--- config.mk ---
export PLATFORM = sky130hd
export DESIGN_NAME = uart_apb_initiator
export DESIGN_NICKNAME = d
export VERILOG_FILES = /design/src/rtl/uart_apb_initiator.sv
export SDC_FILE = /design/constraint.sdc
export NUM_CORES = 1
export LEC_CHECK = 0
export BUFFER_PORTS_ARGS = -buffer_cell sky130_fd_sc_hd__buf_2
export CAP_MARGIN = 20
export CORE_MARGIN = 2
export CORE_UTILIZATION = 40
export DETAILED_ROUTE_END_ITERATION = 10
export MAX_ROUTING_LAYER = met4
export PLACE_DENSITY = 0.66
export SYNTH_ARGS = -nofsm -noshare
export SYNTH_HDL_FRONTEND = slang
export SYNTH_SLANG_ARGS = --single-unit
--- constraint.sdc ---
create_clock -name clk -period 5.1 [get_ports clk]
set_input_delay 0.255 -clock clk [delete_from_list [all_inputs] [get_ports clk]]
set_output_delay 0.255 -clock clk [all_outputs]
set_load 0.03 [all_outputs]
--- src/rtl/uart_apb_initiator.sv ---
// uart_apb_initiator: single-outstanding APB3/APB4 requester with a bounded pready wait.
module uart_apb_initiator #(
  parameter int ADDR_W  = 32,
  parameter int DATA_W  = 32,
  parameter int TIMEOUT = 256
) (
  input  logic                clk,
  input  logic                reset,
  input  logic                req_valid,
  output logic                req_ready,
  input  logic [ADDR_W-1:0]   req_addr,
  input  logic                req_write,
  input  logic [DATA_W-1:0]   req_wdata,
  input  logic [DATA_W/8-1:0] req_strb,
  input  logic [2:0]          req_prot,
  output logic                resp_valid,
  input  logic                resp_ready,
  output logic [DATA_W-1:0]   resp_rdata,
  output logic                resp_err,
  output logic                resp_timeout,
  output logic                out_psel,
  output logic                out_penable,
  output logic [2:0]          out_pprot,
  output logic [ADDR_W-1:0]   out_paddr,
  output logic                out_pwrite,
  output logic [DATA_W-1:0]   out_pwdata,
  output logic [DATA_W/8-1:0] out_pstrb,
  input  logic                out_pready,
  input  logic [DATA_W-1:0]   out_prdata,
  input  logic                out_pslverr
);
  localparam int CW = TIMEOUT > 0 ? $clog2(TIMEOUT + 1) : 1;
  typedef enum logic [1:0] {IDLE, SETUP, ACCESS, RESP} state_t;
  state_t state;
  logic [CW-1:0] cnt;
  logic timed_out;
  // cnt counts completed wait cycles, so this fires on the TIMEOUT-th unanswered ACCESS cycle
  assign timed_out = TIMEOUT != 0 && 32'(cnt) + 32'd1 == 32'(TIMEOUT);
  assign req_ready = state == IDLE;
  always_ff @(posedge clk or posedge reset) begin
    if (reset) begin
      state        <= IDLE;
      cnt          <= '0;
      resp_valid   <= 1'b0;
      resp_rdata   <= '0;
      resp_err     <= 1'b0;
      resp_timeout <= 1'b0;
      out_psel     <= 1'b0;
      out_penable  <= 1'b0;
      out_pprot    <= '0;
      out_paddr    <= '0;
      out_pwrite   <= 1'b0;
      out_pwdata   <= '0;
      out_pstrb    <= '0;
    end else begin
      case (state)
        IDLE: if (req_valid) begin
          out_paddr  <= req_addr;
          out_pwrite <= req_write;
          out_pwdata <= req_wdata;
          out_pstrb  <= req_write ? req_strb : '0;
          out_pprot  <= req_prot;
          out_psel   <= 1'b1;
          state      <= SETUP;
        end
        SETUP: begin
          out_penable <= 1'b1;
          cnt         <= '0;
          state       <= ACCESS;
        end
        ACCESS: if (out_pready || timed_out) begin
          out_psel     <= 1'b0;
          out_penable  <= 1'b0;
          resp_valid   <= 1'b1;
          resp_rdata   <= out_pready && !out_pwrite ? out_prdata : '0;
          resp_err     <= out_pready ? out_pslverr : 1'b1;
          resp_timeout <= !out_pready;
          state        <= RESP;
        end else begin
          cnt <= &cnt ? cnt : cnt + 1'b1;
        end
        RESP: if (resp_ready) begin
          resp_valid <= 1'b0;
          state      <= IDLE;
        end
        default: state <= IDLE;
      endcase
    end
  end
endmodule

==> results.md, run 1 <==
- Status: complete, no violations
- TritonCTS clock tree: yes
- Die outline width: around 110 um
- Initial antenna violation count: 0
- GR Util met2: 27.6%
- Cts bufs inserted: 17
- Final Cell Area: 6650 um^2
- Post-CTS Setup Bufs: 0
- Routed via count: 3620
- Max stage delay cell, worst path: dfrtp_1
- Latest clock arrival within the worst-skew pair: about 0.40 ns
- Final Hold Viols: 0
- Cts repair resizes: 0
- CP max FO: 33
- Grt peak-use layer: met2
- Gr ovfl total: 0
- Pre-antenna DRT Iters: 4
- RePlAce Congestion: 0.831
- Top cells by area, synth: dfrtp_1 (62%), mux2_2 (16%), a22o_1 (6.0%)
- Worst setup SP type: flop
- RSZ-0062 raised after global routing: false
- Final setup viols: 0
- Cell repeated most along the worst path: ha_1
- Worst EP arrival: approximately 3.0 ns
- Cell taking the most area after synthesis: dfrtp_1
- Cell breakdown of the critical path: ha_1, nand3_1, nor2_1, ha_1, o2111ai_1, a211o_1, o21ai_2, nand2_2, a22o_1
- Largest net degree at the start of global routing: 77
- Clock Pin Slew Worst Setup and Hold Paths: 0.05 ns
- DRT iter0 DRCs: 198
- Top delay family on crit path: compound AO/OA/AOI/OAI gates
- Rel. slew slack: 35.3%
- Commonest non-fill, non-tap cells in the layout: buf_2 (219), dfrtp_1 (120), mux2_2 (68), a22o_1 (33), clkbuf_16 (17)
- Pwr dens: 751 nW/um^2
- Max cap viols: 0
- Max Fclk: 365 MHz
- CP Capture Type: flop
- CTS Buffer Depth: 2
- Syn Inst Count: 348
- Worst IR Drop VDD: 407 uV
- Max incr delay on CP: approximately 0.41 ns
- Synth unique cells: 38
- Critical Path RT: roughly 5.4 ns
- First-pass GRT wire length: approximately 17 mm
- Final min period: 2.74 ns
- Root Driver: clkbuf_16
- GR Util met3: 5.90%
- Netlist Area Pre-Place: 4810 um^2
- Worst-margin pin slew: approximately 0.97 ns
- Remaining DRCs: 0
- Synth-to-Final Area Change: 38.2%
- Critical path type: flop to flop
- H-Tree Depth: 4
- Vias/cell: 4.97
- Fin Clk Skew: between 0.006 and 0.007 ns
- Post-synthesis sequential area ratio: between 60% and 70%
- Type of the worst min-delay path: input port to flop
- Top cell type's share of synthesized area: 62.4%
- Initial Util: 40.6%
- Vias in the first global route: approximately 3700
- Syn nets: approximately 460
- WP buf/inv: 0
- Yosys reg bits: 120
- Routed wire per std cell: between 15 and 20 um
- Static Leakage: 3.39 nW
- Fin nets: just under 700
- Port Buf Inserts: 219
- Setup TNS: 0 ns
- Mapped Avg Cell Area: 13.8 um^2
- Core Box Area: 11900 um^2
- Final WL: about 11 mm
- Rows: 40
- Synth warn: 0
- Routed Antenna Nets: 0
- I/O Pins: 220
- # clock sinks: 120
- Met1 Use GR: 21.1%
- Total GRT Usage: between 10% and 20%
- DP HPWL: about 7.9 mm
- Layout cells sized above 1: between 50% and 60%
- Cell Area, Placed: 6020 um^2
- Fin. max-slew vios: 0
- # diodes: 0
- Fill count: 1019
- Period utilization: 53.7%
- Die H: 114 um
- Commonest non-fill, non-tap cell in the layout: buf_2
- DIE AREA: between 10000 and 15000 um^2
## Yosys cell counts
cell	instances
nand2_2	1
o2111ai_1	1
or3_1	3
a31oi_1	3
xnor2_1	4
nand3_1	4
nand4b_1	1
o21ai_2	1
o2bb2ai_1	1
nand4_1	4
and2_1	1
mux2_2	68
o211ai_1	5
and3_4	1
nor4b_1	1
ha_1	5
a21boi_0	2
o22ai_1	4
mux2_1	1
inv_1	15
nor2_1	9
o21ai_0	8
a211o_1	2
nand2_1	16
nor3_1	1
mux2i_1	1
o221ai_1	1
clkbuf_1	15
buf_6	5
a22o_1	33
o32a_1	1
a21oi_1	3
and3_1	1
dfrtp_1	120
or2_1	1
a31oi_2	1
nor3b_1	1
nand2b_1	3
## stage by stage
step	util, %	instances	hold slack (ns)	worst slack [ns]	power [W]
after global placement	50.6	695	0.409	2.45	0.00374
final	56.1	729	0.0745	2.36	0.00500
after floorplan	-	348	0.345	1.66	0.00314
after detailed placement	50.7	696	0.420	2.37	0.00380
after global routing	56.1	729	0.0638	2.14	0.00525
after CTS	56.1	729	0.0529	2.36	0.00506
## flip-flops by register name, indices dropped and copies added, names as in the netlist, 2 cells and up
name,flops
cnt,9
resp_rdata,32
out_pprot,3
out_pstrb,4
state,2
out_paddr,32
out_pwdata,32
## cells by family after synthesis
kind of cell | count (synthesis) | share of synthesized area, %
AO/OA/AOI/OAI | 66 | 10.7
buffers and inverters | 35 | 3.51
flip-flops | 120 | 62.4
AND/OR/NAND/NOR | 48 | 5.04
adder cells (fa/ha/maj) | 5 | 1.30
XOR/XNOR | 4 | 0.728
multiplexers | 70 | 16.3
## repair_timing
item,in CTS,in global routing
endpoints found under the setup margin,0,0
hold buffers,1,0
endpoints found under the hold margin,54,0
## report_power, final
| part | switching (W) | total, W | internal, W |
|---|---|---|---|
| clock | 0.000392 | 0.00123 | 0.000842 |
| combinational | 0.00140 | 0.00216 | 0.000758 |
| sequential | 0.000213 | 0.00160 | 0.00139 |
## cell type report
class	count	area (um^2)	area share (%)
repair buffers	222	1130	17.0
clock buffers	24	512	7.69
clock inverters	8	115	1.73
multi-input cells	193	1650	24.8
flip-flops and latches	120	3000	45.1
inverters	15	58.8	0.884
well taps	147	184	2.76
## worst paths after layout
path	to	slack, ns	startpoint	depth (start not counted)
worst max-delay path	resp_rdata[2]	2.36	cnt[0]	9
worst min-delay path	resp_rdata[20]	0.07	out_prdata[20]	2
worst min register to register	out_pstrb[1]	0.47	out_pstrb[1]	2
worst max register to register	resp_rdata[2]	2.36	cnt[0]	9
min in group asynchronous	out_paddr[9]	0.52	reset	3
max in group asynchronous	resp_rdata[1]	3.31	reset	4
## layer usage
layer / share of wire [%] / vias up
li1: - / 1698
met1: 42 / 1753
met2: 47 / 151
met3: 8.4 / 18
met4: 2.0 / 0
met5: 0 / -
(Power assumes the default switching activity.)
==> run 2: changes to the inputs <==
==> constraint.sdc (replaced) <==
create_clock -name clk -period 2.8 [get_ports clk]
set_input_delay 0.14 -clock clk [delete_from_list [all_inputs] [get_ports clk]]
set_output_delay 0.14 -clock clk [all_outputs]
set_load 0.03 [all_outputs]
==> run 2 against run 1 <==
Compared with the run above:
- cell area up 16%
- flip-flop and latch count unchanged
- count of clock-buffer cells in the layout up 2
- register-to-register slack worse by 2.2 ns
- critical endpoint is now resp_rdata[11]
==> results.md, run 2 (synthesis gave the netlist of run 1 again) <==
- Clock Pin Slew Worst Setup and Hold Paths: 0.05 ns (about the same)
- Die outline width: 114 um (unchanged)
- RePlAce Congestion: 0.836 (was 0.831)
- Routed wire per std cell: 16.3 um (was 15.0 um)
- RSZ-0062 raised after global routing: false (unchanged)
- Worst setup SP type: flop (unchanged)
- Initial antenna violation count: 0 (unchanged)
- Final WL: 13.7 mm (was 10.9 mm)
- Port Buf Inserts: 219 (unchanged)
- R2r endpoint: resp_rdata[11] (was resp_rdata[2])
- Final non-filler cell total: 838 (was 729)
- # diodes: 0 (unchanged)
- Static Leakage: 3.83 nW (was 3.39 nW)
- CTS Buffer Depth: 2 (unchanged)
- Final core occ: 65.1% (was 56.1%)
- Pwr dens: 1200 nW/um^2 (was 751 nW/um^2)
- Fin nets: 793 (was 684)
- Dpl cells: 700 (was 696)
- Status: complete, no violations (unchanged)
- # clock sinks: 120 (unchanged)
- Routed Antenna Nets: 0 (unchanged)
- Critical Path RT: 3.09 ns (was 5.38 ns)
- Setup TNS: 0 ns (unchanged)
- Core Box Area: 11900 um^2 (unchanged)
- Hold Startpoint: req_write (was out_prdata[20])
- CP Capture Type: flop (unchanged)
- Cell breakdown of the critical path: ha_1, nand3_1, nor2_1, ha_1, o2111ai_1, a211o_1, o21ai_2, nand2_2, buf_4, a22o_1 (was ha_1, nand3_1, nor2_1, ha_1, o2111ai_1, a211o_1, o21ai_2, nand2_2, a22o_1)
- Fin Clk Skew: 0.00617 ns (was 0.00645 ns)
- Rows: 40 (unchanged)
- Layout cells sized above 1: 47.8% (was 56.2%)
- Remaining DRCs: 0 (unchanged)
- DRT iter0 DRCs: 231 (was 198)
- Routed via count: 4167 (was 3620)
- Worst EP arrival: 2.89 ns (was 3.02 ns)
- Largest regs: out_paddr x32, out_pwdata x32, resp_rdata x32 (unchanged)
- Synth-to-Final Area Change: 60.3% (was 38.2%)
- Cts bufs inserted: 17 (unchanged)
- Final setup viols: 0 (unchanged)
- Latest clock arrival within the worst-skew pair: 0.41 ns (was 0.40 ns)
- Final Hold Viols: 0 (unchanged)
- Vias/cell: 4.97 (about the same)
- DP HPWL: 8.01 mm (was 7.89 mm)
- Pre-antenna DRT Iters: 5 (was 4)
- TritonCTS clock tree: yes (unchanged)
- Vias in the first global route: 4408 (was 3716)
- First-pass GRT wire length: 21.7 mm (was 17.4 mm)
- Total GRT Usage: 22.4% (was 17.8%)
- Hold WS: 0.0415 ns (was 0.0745 ns)
- Hold endpoint: out_pstrb[1] (was resp_rdata[20])
- Cells on worst reg2reg path: 10 (was 9)
- Final min period: 2.61 ns (was 2.74 ns)
- Max stage delay cell, worst path: dfrtp_1 (unchanged)
- Period utilization: 93.1% (was 53.7%)
- Die H: 114 um (unchanged)
- Hold depth: 3 (was 2)
- Commonest non-fill, non-tap cell in the layout: buf_2 (unchanged)
- DIE AREA: 12900 um^2 (unchanged)
- Reg-to-reg startpoint: cnt[0] (unchanged)
- Worst-margin pin slew: 0.620 ns (was 0.970 ns)
- CP max FO: 33 (unchanged)
- Type of the worst min-delay path: input port to flop (unchanged)
- Worst IR Drop VDD: 712 uV (was 407 uV)
- Reg2Reg Setup Slack: 0.19 ns (was 2.36 ns)
- Commonest non-fill, non-tap cells in the layout: buf_2 (219), dfrtp_1 (120), dlygate4sd3_1 (106), mux2_2 (68), a22o_1 (33) (was buf_2 (219), dfrtp_1 (120), mux2_2 (68), a22o_1 (33), clkbuf_16 (17))
- I/O Pins: 220 (unchanged)
- Met1 Use GR: 24.5% (was 21.1%)
- Largest net degree at the start of global routing: 66 (was 77)
- Initial Util: 40.6% (unchanged)
- Rel. slew slack: 58.7% (was 35.3%)
- Cell repeated most along the worst path: ha_1 (unchanged)
- Post-CTS Setup Bufs: 0 (unchanged)
- Root Driver: clkbuf_16 (unchanged)
- GR Util met2: 38.3% (was 27.6%)
- Final Cell Area: 7720 um^2 (was 6650 um^2)
- Max incr delay on CP: 0.40 ns (was 0.41 ns)
- H-Tree Depth: 4 (unchanged)
- Grt peak-use layer: met2 (unchanged)
- GR Util met3: 7.07% (was 5.90%)
- Critical path type: flop to flop (unchanged)
- Gr ovfl total: 0 (unchanged)
- Cell Area, Placed: 6070 um^2 (was 6020 um^2)
- Max Fclk: 384 MHz (was 365 MHz)
- Fin. max-slew vios: 0 (unchanged)
- Max cap viols: 0 (unchanged)
==> run 2: timing repair <==
| item | 4_1_cts | 5_1_grt |
|---|---|---|
| gates resized for setup | 0 | 0 |
| hold endpoints to repair | 128 | 0 |
| hold buffers | 106 | 0 |
==> run 2: final cells by class <==
type / instances / area (um^2)
clock buffers: 26 / 529
clock inverters: 6 / 61.3
fillers: 867 / 4140
inverters: 15 / 60.1
multi-input cells: 193 / 1650
flip-flops and latches: 120 / 3000
well taps: 147 / 184
repair buffers: 331 / 2230
==> run 2: worst max-delay path by stage <==
stage	startpoint	endpoint	slack (ns)	cells after the start
detailed placement	cnt[0]	state[1]	0.23	9
global placement	cnt[0]	state[1]	0.27	9
CTS	cnt[0]	resp_rdata[11]	0.22	10
floorplan	cnt[0]	state[1]	0.32	10
global route	cnt[0]	resp_rdata[30]	0.05	10
finish	cnt[0]	resp_rdata[11]	0.19	10
==> run 2: per-layer routing <==
metal  routed length, um  vias up
met5                   0        -
met2                7070      193
li1                    -     1926
met1                5410     2028
met3                 912       20
met4                 286        0
==> run 2: power by group <==
group / internal, W / total [W] / switching [W]
Clock: 0.00138 / 0.00213 / 0.000750
Combinational: 0.00149 / 0.00414 / 0.00265
Sequential: 0.00253 / 0.00295 / 0.000419
==> run 2: critical path: cells and delay by family, from the launching register on <==
family          cells  cell delay [ns]
buf+inv             1             0.27
fa+ha+maj           2             0.61
compound gates      4             0.95
simple gates        3             0.24
flops               1             0.40
==> run 2: per-stage QoR <==
stage	setup WS, ns	power (W)
final	0.193	0.00923
after global placement	0.272	0.00684
after floorplan	0.316	0.00573
after detailed placement	0.227	0.00694
after global routing	0.0520	0.00967
after CTS	0.218	0.00922
==> run 3: changes to the inputs <==
--- a/config.mk
+++ b/config.mk
@@ -5,13 +5,14 @@
 export SDC_FILE = /design/constraint.sdc
 export NUM_CORES = 1
 export LEC_CHECK = 0
+export ABC_AREA = 1
 export BUFFER_PORTS_ARGS = -buffer_cell sky130_fd_sc_hd__buf_2
 export CAP_MARGIN = 20
 export CORE_MARGIN = 2
 export CORE_UTILIZATION = 40
 export DETAILED_ROUTE_END_ITERATION = 10
 export MAX_ROUTING_LAYER = met4
-export PLACE_DENSITY = 0.66
+export PLACE_DENSITY = 0.65
 export SYNTH_ARGS = -nofsm -noshare
 export SYNTH_HDL_FRONTEND = slang
 export SYNTH_SLANG_ARGS = --single-unit
==> run 3 against run 2 <==
Compared with the run above:
- first-iteration DRC count fell by 11%
- critical path depth rose by 4
- synthesized cell count rose by 68%
- wire length rose by 6.2%
- non-clock buffer count fell by 13
- register-to-register slack improved by 0.13 ns
- sequential share of layout area fell by 0.52 points
- global-route usage rose by 0.42 points
- largest cell class unchanged
- clock power rose by 8%
- setup slack improved by 0.13 ns
- via count rose by 21%
- sequential power fell by 5%
==> results.md, run 3 <==
- Pwr dens: 1130 nW/um^2 (was 1200 nW/um^2)
- RePlAce Congestion: 0.872 (was 0.836)
- Final WL: 14.5 mm (was 13.7 mm)
- Synth unique cells: 24 (was 38)
- Mapped Avg Cell Area: 8.50 um^2 (was 13.8 um^2)
- Status: complete, no violations (unchanged)
- Max incr delay on CP: 0.43 ns (was 0.40 ns)
- Post-synth top cells: nand2_1 (320), dfrtp_1 (120), o21ai_0 (40) (was dfrtp_1 (120), mux2_2 (68), a22o_1 (33))
- EDFF count, synth: 0 (unchanged)
- Die outline width: 116 um (was 114 um)
- Max stage delay cell, worst path: dfrtp_1 (unchanged)
- Critical Path RT: 3.08 ns (was 3.09 ns)
- Initial antenna violation count: 0 (unchanged)
- Pre-antenna DRT Iters: 4 (was 5)
- Total GRT Usage: 22.8% (was 22.4%)
- Largest net degree at the start of global routing: 79 (was 66)
- Rows: 40 (unchanged)
- Area of the multi-input gates: 1790 um^2 (was 1650 um^2)
- Final non-filler cell total: 1077 (was 838)
- Yosys reg bits: 120 (unchanged)
- Post-synthesis sequential area ratio: 60.3% (was 62.4%)
- Initial Util: 41.3% (was 40.6%)
- Type of the worst min-delay path: input port to flop (unchanged)
- Max cap viols: 0 (unchanged)
- Final setup viols: 0 (unchanged)
- Routed via count: 5038 (was 4167)
- Fill count: 944 (was 867)
- Fin. max-slew vios: 0 (unchanged)
- FF/Latch Area: 3000 um^2 (unchanged)
- Cell taking the most area after synthesis: dfrtp_1 (unchanged)
- Setup TNS: 0 ns (unchanged)
- Worst IR Drop VDD: 730 uV (was 712 uV)
- WL met3: 1.08 mm (was 912 um)
- Rel. slew slack: 57.4% (was 58.7%)
- Vias in the first global route: 4883 (was 4408)
- Fin Clk Skew: 0.00483 ns (was 0.00617 ns)
- Dpl cells: 953 (was 700)
- I/O Pins: 220 (unchanged)
- # diodes: 0 (unchanged)
- Root Driver: clkbuf_16 (unchanged)
- Hold Startpoint: out_prdata[3] (was req_write)
- Largest regs: out_paddr x32, out_pwdata x32, resp_rdata x32 (unchanged)
- Final Hold Viols: 0 (unchanged)
- Layout cells sized above 1: 29.7% (was 47.8%)
- Top cell type's share of synthesized area: 60.3% (was 62.4%)
- Netlist Area Pre-Place: 4980 um^2 (was 4810 um^2)
- CP max FO: 46 (was 33)
- Most common cell in the synthesized netlist: nand2_1 (was dfrtp_1)
- Place WS: 0.155 ns (was 0.227 ns)
- CP Capture Type: flop (unchanged)
- Top cells by area, synth: dfrtp_1 (60%), nand2_1 (24%), o21ai_0 (4.0%) (was dfrtp_1 (62%), mux2_2 (16%), a22o_1 (6.0%))
- DIE AREA: 13400 um^2 (was 12900 um^2)
- Max Fclk: 404 MHz (was 384 MHz)
- Synth warn: 0 (unchanged)
- Routed wire per std cell: 13.5 um (was 16.3 um)
- Die H: 116 um (was 114 um)
- Gr ovfl total: 0 (unchanged)
- Commonest non-fill, non-tap cell in the layout: nand2_1 (was buf_2)
- DRT iter0 DRCs: 206 (was 231)
- Routed Antenna Nets: 0 (unchanged)
- DP HPWL: 9.14 mm (was 8.01 mm)
- Vias/cell: 4.68 (was 4.97)
- Asr flop ratio synth: 100% (unchanged)
- Cell breakdown of the critical path: ha_1, nand2_2, nor4_1, ha_1, inv_1, nor2_1, nand3_1, nor2_1, nand3_2, nand2_2, nand2_8, buf_6, nand2_1, o21ai_0 (was ha_1, nand3_1, nor2_1, ha_1, o2111ai_1, a211o_1, o21ai_2, nand2_2, buf_4, a22o_1)
- Top Layer Used: met4 (unchanged)
- Top delay family on crit path: simple AND/OR/NAND/NOR gates (was compound AO/OA/AOI/OAI gates)
- Clock Pin Slew Worst Setup and Hold Paths: 0.05 ns (about the same)
- Critical path type: flop to flop (unchanged)
- Cts bufs inserted: 17 (unchanged)
- Post-CTS Setup Bufs: 0 (unchanged)
- Fin nets: 1011 (was 793)
- Ys flop type: dfrtp_1 (unchanged)
- Worst Setup SP: cnt[0] (unchanged)
- Worst setup SP type: flop (unchanged)
- Final min period: 2.48 ns (was 2.61 ns)
- WL met1: 5.85 mm (was 5.41 mm)
- Worst EP arrival: 2.75 ns (was 2.89 ns)
- Reg2Reg Setup Slack: 0.32 ns (was 0.19 ns)
- Syn nets: 701 (was 463)
- RSZ-0062 raised after global routing: false (unchanged)
- Remaining DRCs: 0 (unchanged)
- Hold WS: 0.00909 ns (was 0.0415 ns)
- Worst-margin pin slew: 0.637 ns (was 0.620 ns)
- Period utilization: 88.5% (was 93.1%)
- Core Box Area: 12100 um^2 (was 11900 um^2)
- Setup WS post-layout: 0.323 ns (was 0.193 ns)
- First-pass GRT wire length: 22.8 mm (was 21.7 mm)
- Static Leakage: 4.29 nW (was 3.83 nW)
- Met2 wire length: 7.20 mm (was 7.07 mm)
- # clock sinks: 120 (unchanged)
- WP buf/inv: 2 (was 1)
- Commonest non-fill, non-tap cells in the layout: nand2_1 (319), buf_2 (219), dfrtp_1 (120), dlygate4sd3_1 (92), o21ai_0 (40) (was buf_2 (219), dfrtp_1 (120), dlygate4sd3_1 (106), mux2_2 (68), a22o_1 (33))
- Port Buf Inserts: 219 (unchanged)
- Reg-to-reg startpoint: cnt[0] (unchanged)
- Syn Inst Count: 586 (was 348)
- H-Tree Depth: 4 (unchanged)
- Synth-to-Final Area Change: 57.1% (was 60.3%)
- Latest clock arrival within the worst-skew pair: 0.41 ns (about the same)
- CTS Buffer Depth: 2 (unchanged)
- TritonCTS clock tree: yes (unchanged)
[run 3: cell types whose count changed after synthesis, moves of 6 or more]
cell / delta
nand2_1: +304
mux2_2: -68
a22o_1: -33
o21ai_0: +32
nand3_1: +12
clkbuf_1: +6
[run 3: repair_timing]
action,CTS,global route
endpoints found under the hold margin,118,0
hold buffers,92,0
endpoints found under the setup margin,0,23
resized for setup,0,2
[run 3: logic make-up (layout without fill, tap and decap cells)]
group	after synthesis	in the layout	synth area share, %
DFF	120	120	60.3
adders and majority gates	5	5	1.26
and+or+nand+nor	363	363	28.9
buffers and inverters	47	370	3.94
AOI/OAI and AO/OA	51	51	5.55
[run 3: per-layer routing]
layer	track usage, %	vias to the layer above
met3	7.95	36
li1	-	2443
met4	9.32	0
met2	36.1	204
met1	26.6	2355
met5	-	-
[run 3: path summary, 6_finish.rpt]
kind                                        to  cells past startpoint
worst max-delay path            resp_rdata[30]                     14
worst min register to register   out_paddr[15]                      2
min in group asynchronous        out_paddr[30]                      3
max in group asynchronous               cnt[4]                      4
worst max register to register  resp_rdata[30]                     14
worst min-delay path             resp_rdata[3]                      3
[run 3: power breakdown]
group	leakage, nW	switching, W	internal (W)
combinational	2.44	0.00263	0.00109
clock	0.304	0.000746	0.00156
sequential	1.54	0.000393	0.00241
[run 3: metrics by stage]
step | total power (W) | instance area (um^2) | util [%]
2_1_floorplan | 0.00525 | 4980 | -
3_3_place_gp | 0.00633 | 6260 | 51.9
3_5_place_dp | 0.00640 | 6260 | 51.9
4_1_cts | 0.00884 | 7810 | 64.7
5_1_grt | 0.00934 | 7820 | 64.8
6_report | 0.00882 | 7820 | 64.8
[run 3: tightest hold or removal path, cell delays in order]
cell     delay (ns)
buf_2          0.10
nand2_1        0.05
o21ai_0        0.08
[run 3: area by class of cell]
cell class / instances / area share, %
Clock buffer: 24 / 6.16
Clock inverter: 8 / 1.82
Inverter: 20 / 1.01
Multi-Input combinational cell: 419 / 22.9
Sequential cell: 120 / 38.4
Tap cell: 168 / 2.69
Timing Repair Buffer: 318 / 27.0
